File: config.mk
export PLATFORM = sky130hd
export DESIGN_NAME = compound_writer_mc_flat
export DESIGN_NICKNAME = d
export VERILOG_FILES = /design/src/rtl/compound_writer_pkg.sv /design/src/rtl/compound_writer_mc_if.sv /design/src/rtl/compound_writer_mc_hs_timeout.sv /design/src/rtl/compound_writer_mc.sv /design/src/flat_wrapper.sv
export SDC_FILE = /design/constraint.sdc
export NUM_CORES = 1
export LEC_CHECK = 0
export CORE_MARGIN = 5
export CORE_UTILIZATION = 53
export CTS_BUF_LIST = sky130_fd_sc_hd__clkbuf_8
export DETAILED_ROUTE_END_ITERATION = 10
export MAX_ROUTING_LAYER = met4
export PLACE_DENSITY = 0.88
export RECOVER_POWER = 25
export SETUP_SLACK_MARGIN = 0.1
export SLEW_MARGIN = 0
export SYNTH_ARGS = -nofsm -noshare
export SYNTH_HDL_FRONTEND = slang
export SYNTH_SLANG_ARGS = --single-unit
File: constraint.sdc
create_clock -name clk -period 4.8 [get_ports clk]
set_clock_uncertainty 0.05 [all_clocks]
set_input_delay 0.48 -clock clk [delete_from_list [all_inputs] [get_ports clk]]
set_output_delay 0.48 -clock clk [all_outputs]
set_load 0.1 [all_outputs]
File: src/rtl/compound_writer_pkg.sv
// compound_writer_pkg: shared types and constants for the compound-record writer
package compound_writer_pkg;
  typedef enum logic {MODE_READ = 1'b0, MODE_WRITE = 1'b1} mode_e;
  typedef enum logic {SEC_READ, SEC_WRITE} sections_e;
  localparam int DROP_CW = 16;
endpackage

File: src/rtl/compound_writer_mc_if.sv
// compound_writer_mc_if: producer-side read channel and per-channel record outputs
interface compound_writer_mc_if
  import compound_writer_pkg::*;
#(
  parameter int XW  = 8,
  parameter int NCH = 4
);
  logic [XW-1:0]      a_in;
  logic               a_in_sync;
  logic               a_in_notify;
  logic [NCH-1:0]     b_out_mode;
  logic [NCH*XW-1:0]  b_out_x;
  logic [NCH-1:0]     b_out_y;
  logic [NCH-1:0]     b_out_sync;
  logic [NCH-1:0]     b_out_notify;
  logic [DROP_CW-1:0] drop_count;
  modport master (
    output a_in, a_in_sync, b_out_sync,
    input  a_in_notify, b_out_mode, b_out_x, b_out_y, b_out_notify, drop_count
  );
  modport slave (
    input  a_in, a_in_sync, b_out_sync,
    output a_in_notify, b_out_mode, b_out_x, b_out_y, b_out_notify, drop_count
  );
endinterface

File: src/rtl/compound_writer_mc_hs_timeout.sv
// compound_writer_mc_hs_timeout: write-wait counter that flags expiry after TIMEOUT stalled cycles
module compound_writer_mc_hs_timeout #(
  parameter int TIMEOUT = 0
) (
  input  logic clk,
  input  logic rst,
  input  logic load_i,
  input  logic en_i,
  output logic expire_o
);
  if (TIMEOUT == 0) begin : g_off
    logic unused_in;
    assign unused_in = ^{clk, rst, load_i, en_i};
    assign expire_o = 1'b0;
  end else begin : g_on
    localparam int CW = TIMEOUT > 1 ? $clog2(TIMEOUT) : 1;
    logic [CW-1:0] wait_cnt_q;
    assign expire_o = en_i && (wait_cnt_q == CW'(TIMEOUT - 1));
    // wait counter: cleared when a write starts, advances on each stalled cycle
    always_ff @(posedge clk or posedge rst)
      if (rst) wait_cnt_q <= '0;
      else if (load_i) wait_cnt_q <= '0;
      else if (en_i && !expire_o) wait_cnt_q <= wait_cnt_q + 1'b1;
  end
endmodule

File: src/rtl/compound_writer_mc.sv
// compound_writer_mc: accumulates increments and writes {mode,x,y} records round-robin to NCH channels
module compound_writer_mc
  import compound_writer_pkg::*;
#(
  parameter int XW      = 8,
  parameter int NCH     = 4,
  parameter int TIMEOUT = 0
) (
  input logic clk,
  input logic rst,
  compound_writer_mc_if.slave bus
);
  localparam int CHW = $clog2(NCH);
  sections_e          section_q, section_d;
  logic [CHW-1:0]     ch_q, ch_d;
  logic [XW-1:0]      acc_q, acc_d;
  mode_e              mode_q, mode_d;
  logic               y_q, y_d;
  logic [DROP_CW-1:0] drop_q, drop_d;
  logic [XW-1:0]      x_q [NCH];
  logic [NCH-1:0]     rmode_q, ry_q;
  logic               accept, xfer, stall, expire;
  compound_writer_mc_hs_timeout #(.TIMEOUT(TIMEOUT)) u_timeout (
    .clk     (clk),
    .rst     (rst),
    .load_i  (accept),
    .en_i    (stall),
    .expire_o(expire)
  );
  // next-state: accept in read section, complete on transfer or timeout in write section
  always_comb begin
    accept    = section_q == SEC_READ && bus.a_in_sync;
    xfer      = section_q == SEC_WRITE && bus.b_out_sync[ch_q];
    stall     = section_q == SEC_WRITE && !bus.b_out_sync[ch_q];
    acc_d     = accept ? acc_q + bus.a_in : acc_q;
    section_d = accept ? SEC_WRITE : (xfer || expire) ? SEC_READ : section_q;
    ch_d      = (xfer || expire) ? (ch_q == CHW'(NCH - 1) ? '0 : ch_q + 1'b1) : ch_q;
    mode_d    = xfer ? (mode_q == MODE_READ ? MODE_WRITE : MODE_READ) : mode_q;
    y_d       = xfer ? ~y_q : y_q;
    drop_d    = (expire && drop_q != '1) ? drop_q + 1'b1 : drop_q;
  end
  // control state registers
  always_ff @(posedge clk or posedge rst)
    if (rst) begin
      section_q <= SEC_READ;
      ch_q      <= '0;
      acc_q     <= '0;
      mode_q    <= MODE_READ;
      y_q       <= 1'b0;
      drop_q    <= '0;
    end else begin
      section_q <= section_d;
      ch_q      <= ch_d;
      acc_q     <= acc_d;
      mode_q    <= mode_d;
      y_q       <= y_d;
      drop_q    <= drop_d;
    end
  // per-channel records: loaded only on accept, so they stay stable during the write
  always_ff @(posedge clk or posedge rst)
    if (rst) begin
      x_q     <= '{default: '0};
      rmode_q <= '0;
      ry_q    <= '0;
    end else if (accept) begin
      x_q[ch_q]     <= acc_d;
      rmode_q[ch_q] <= mode_q;
      ry_q[ch_q]    <= y_q;
    end
  for (genvar k = 0; k < NCH; k++) begin : g_x
    assign bus.b_out_x[k*XW +: XW] = x_q[k];
  end
  assign bus.b_out_mode   = rmode_q;
  assign bus.b_out_y      = ry_q;
  assign bus.b_out_notify = section_q == SEC_WRITE ? NCH'(1) << ch_q : '0;
  assign bus.a_in_notify  = section_q == SEC_READ;
  assign bus.drop_count   = drop_q;
endmodule
File: src/flat_wrapper.sv
// flat-port wrapper written by rule: the top's interface ports become plain ports
module compound_writer_mc_flat import compound_writer_pkg::*;
#(
  parameter int XW      = 8,
  parameter int NCH     = 4,
  parameter int TIMEOUT = 0
)
  (clk, rst, bus_a_in, bus_a_in_sync, bus_b_out_sync, bus_a_in_notify, bus_b_out_mode, bus_b_out_x, bus_b_out_y, bus_b_out_notify, bus_drop_count);
  compound_writer_mc_if #(.XW(XW), .NCH(NCH)) bus_i ();
  input logic clk;
  input logic rst;
  input wire logic [$bits(bus_i.a_in)-1:0] bus_a_in;
  input wire logic [$bits(bus_i.a_in_sync)-1:0] bus_a_in_sync;
  input wire logic [$bits(bus_i.b_out_sync)-1:0] bus_b_out_sync;
  output wire logic [$bits(bus_i.a_in_notify)-1:0] bus_a_in_notify;
  output wire logic [$bits(bus_i.b_out_mode)-1:0] bus_b_out_mode;
  output wire logic [$bits(bus_i.b_out_x)-1:0] bus_b_out_x;
  output wire logic [$bits(bus_i.b_out_y)-1:0] bus_b_out_y;
  output wire logic [$bits(bus_i.b_out_notify)-1:0] bus_b_out_notify;
  output wire logic [$bits(bus_i.drop_count)-1:0] bus_drop_count;
  assign bus_i.a_in = bus_a_in;
  assign bus_i.a_in_sync = bus_a_in_sync;
  assign bus_i.b_out_sync = bus_b_out_sync;
  assign bus_a_in_notify = bus_i.a_in_notify;
  assign bus_b_out_mode = bus_i.b_out_mode;
  assign bus_b_out_x = bus_i.b_out_x;
  assign bus_b_out_y = bus_i.b_out_y;
  assign bus_b_out_notify = bus_i.b_out_notify;
  assign bus_drop_count = bus_i.drop_count;
  compound_writer_mc #(.XW(XW), .NCH(NCH), .TIMEOUT(TIMEOUT)) u_core (.clk(clk), .rst(rst), .bus(bus_i));
endmodule
==> results.toml <==
[status]
status = "complete, but fails checks"
violations = "max-capacitance violations, max-slew violations"

[route]
vias_per_cell = 5.06
wl_mm = 5.34
drt_iter0_drc = 130
drc = 0
vias = 1909
first_pass_iters = 4
detail_route.wl_per_cell_um = 14.2
ant_nets = 0

[floorplanning]
dieArea_um2 = 6430
initial_core_util_pct = 54.9
dieWidth_um = 80.2
rows = 25
core_um2 = 4750
die_h_um = 80.2
top_level_ports = 76

[clocking]
cts_tree = "yes"
path_clk_slew_ns = 0.09
cts_hold_buf = 0
ctsHtreeMaxLevel = 2
cts_resized = 0
numCtsBuffers = 5
clkLatencyLatePin_ns = 0.30
cts_sinks = 53
clockBufferDepth = 2
root_buffer = "clkbuf_8"
postCtsSetupRepairBufs = 0

[flow_run]
drv_cap = 1

[cells_and_area]
drive_gt1_share_pct = 9.03
nNetsFinal = 336
syn2layout_area_growth_pct = 26.7
nFillCells = 387
diodes = 0

[global_routing]
grt_start_max_net_pins = 54
grt_pass1_wl_mm = 8.93
grt.total_usage_pct = 18.4
gr-total-overflow = 0
grt_pass1_vias = 1893
antenna_found_initial = 0

[place]
port_buffers = 59
gp_congestion = 0.756
hpwlAfterDp_mm = 3.89

[yosys]
syn_inst = 252
yosysUniqueCellTypes = 31
seq_area_frac_synth_pct = 50.8
syn_avg_cell_area_um2 = 10.4
ys_seq_elements = 53
synth_area_um2 = 2610
ys_warn_count = 0

[setup_path]
cp.arrival_ns = 2.36
cp_slowest_stage_delay_ns = 1.14
worstSetupPathType = "reg -> out"
end_kind = "output port"
required_ns = 4.27
worstPathCellList = "inv_1 -> ha_1 -> and2_1 -> clkdlybuf4s50_1"
path_delay_family = "buffers and inverters"
cp_max_fo = 6
cp_slowest_cell = "clkdlybuf4s50_1"
cp_num_buf_inv = 2
start_kind = "flip-flop"

[timing]
fin_crit_ns = 2.89
fin_crit_sh_pct = 60.2
fmax_mhz = 346
slew-limit-headroom_pct = -28.6
setup_violations = 0
hold_viol_final = 0
drv_slew = 54
tightest_slew_ns = 1.93
fin_tns_setup_ns = 0
rsz0062_at_grt = "no"

[hold_path]
hold_class = "reg -> reg"
-- worst min-delay path, cell delays in order, from the launching register on --
cell and delay, ns:
dfrtp_1 0.35, nand2_1 0.05, o21ai_0 0.06
-- cell families (layout without fill, tap and decap cells) --
family	Yosys count	count (layout)	share of synthesized area, %
AND/OR/NAND/NOR	74	74	13.5
AO/OA/AOI/OAI	53	53	11.5
flip-flops	53	53	50.8
buffers and inverters	33	76	7.24
multiplexers	18	18	8.01
adder cells (fa/ha/maj)	12	12	6.04
XOR/XNOR	8	8	2.69
other	1	16	0.144
-- final cells by class --
cell class	count	area, µm²	area share [%]
Tap cell	67	83.8	2.54
Clock inverter	2	37.5	1.14
Sequential cell	53	1330	40.1
Multi-Input combinational cell	181	1150	34.8
Timing Repair Buffer	59	591	17.9
Inverter	9	33.8	1.02
Clock buffer	6	82.6	2.50
-- synthesized netlist by cell type --
| master | instances | area share, % |
|---|---|---|
| a211oi_1 | 2 | 0.58 |
| a21o_1 | 3 | 0.86 |
| a21oi_1 | 4 | 0.77 |
| and2_1 | 4 | 0.96 |
| buf_2 | 1 | 0.19 |
| buf_4 | 17 | 4.9 |
| clkbuf_1 | 6 | 0.86 |
| conb_1 | 1 | 0.14 |
| dfrtp_1 | 53 | 51 |
| fa_1 | 1 | 0.77 |
| ha_1 | 11 | 5.3 |
| inv_1 | 9 | 1.3 |
| mux2_2 | 13 | 5.6 |
| mux2i_1 | 4 | 1.5 |
| mux4_2 | 1 | 0.86 |
| nand2_1 | 36 | 5.2 |
| nand2_2 | 4 | 0.96 |
| nand2b_1 | 5 | 1.2 |
| nand3_1 | 7 | 1.3 |
| nor2_1 | 9 | 1.3 |
| nor2b_1 | 1 | 0.24 |
| nor2b_4 | 1 | 0.53 |
| nor3_1 | 2 | 0.38 |
| o211ai_1 | 1 | 0.29 |
| o21a_1 | 5 | 1.4 |
| o21ai_0 | 36 | 6.9 |
| o21ai_2 | 1 | 0.34 |
| o311ai_1 | 1 | 0.34 |
| or4_1 | 5 | 1.4 |
| xnor2_1 | 5 | 1.7 |
| xor2_1 | 3 | 1.0 |
-- layer usage --
metal	track usage (%)	wire, µm	vias up
met4	4.56	53	0
met2	29.7	2530	68
met1	24.1	2400	905
met5	-	0	-
li1	-	-	931
met3	3.36	353	5
-- path summary, 6_finish.rpt --
path / slack, ns / from / cells past startpoint / endpoint
setup / recovery: 1.91 / u_core.ch_q[0]$_DFFE_PP0P_ / 4 / bus_b_out_notify[0]
hold / removal: 0.44 / u_core.bus.b_out_x[25]$_DFFE_PP0P_ / 2 / u_core.bus.b_out_x[25]$_DFFE_PP0P_
setup reg to reg: 2.49 / u_core.acc_q[0]$_DFF_PP0_ / 8 / u_core.acc_q[4]$_DFF_PP0_
hold reg to reg: 0.44 / u_core.bus.b_out_x[25]$_DFFE_PP0P_ / 2 / u_core.bus.b_out_x[25]$_DFFE_PP0P_
max in group asynchronous: 2.39 / rst / 2 / u_core.acc_q[5]$_DFF_PP0_
min in group asynchronous: 1.20 / rst / 2 / u_core.bus.b_out_y[1]$_DFFE_PP0P_
-- per-stage QoR --
step | hold slack [ns] | instances | instance area (µm²) | util (%) | setup slack [ns]
6_report | 0.436 | 377 | 3300 | 69.5 | 1.91
5_1_grt | 0.466 | 377 | 3300 | 69.5 | 1.81
4_1_cts | 0.441 | 377 | 3300 | 69.5 | 1.90
3_5_place_dp | 0.419 | 369 | 3180 | 67.0 | 1.89
3_3_place_gp | 0.412 | 369 | 3180 | 67.0 | 2.00
2_1_floorplan | 0.400 | 267 | 2670 | - | 2.72
-- placed cells by master, fill, tap and decap left out, types with 2 or more instances in the layout --
| master | count |
|---|---|
| clkdlybuf4s50_1 | 57 |
| dfrtp_1 | 53 |
| nand2_1 | 36 |
| o21ai_0 | 36 |
| conb_1 | 16 |
| mux2_2 | 13 |
| ha_1 | 11 |
| nor2_1 | 9 |
| inv_1 | 9 |
| nand3_1 | 7 |
| clkbuf_8 | 6 |
| xnor2_1 | 5 |
| o21a_1 | 5 |
| nand2b_1 | 5 |
| or4_1 | 5 |
| nand2_2 | 4 |
| a21oi_1 | 4 |
| mux2i_1 | 4 |
| and2_1 | 4 |
| a21o_1 | 3 |
| xor2_1 | 3 |
| a211oi_1 | 2 |
| nor3_1 | 2 |
| dlygate4sd3_1 | 2 |
-- flip-flops by register name, indices dropped and copies added (netlist names) --
name	flops
u_core.ch_q	2
u_core.bus.b_out_y	4
u_core.mode_q	1
u_core.y_q	1
u_core.acc_q	8
u_core.bus.b_out_mode	4
u_core.section_q	1
u_core.bus.b_out_x	32
Power is not shown: default switching activity piles up to over one toggle a cycle in this logic, so the estimate is an artifact.
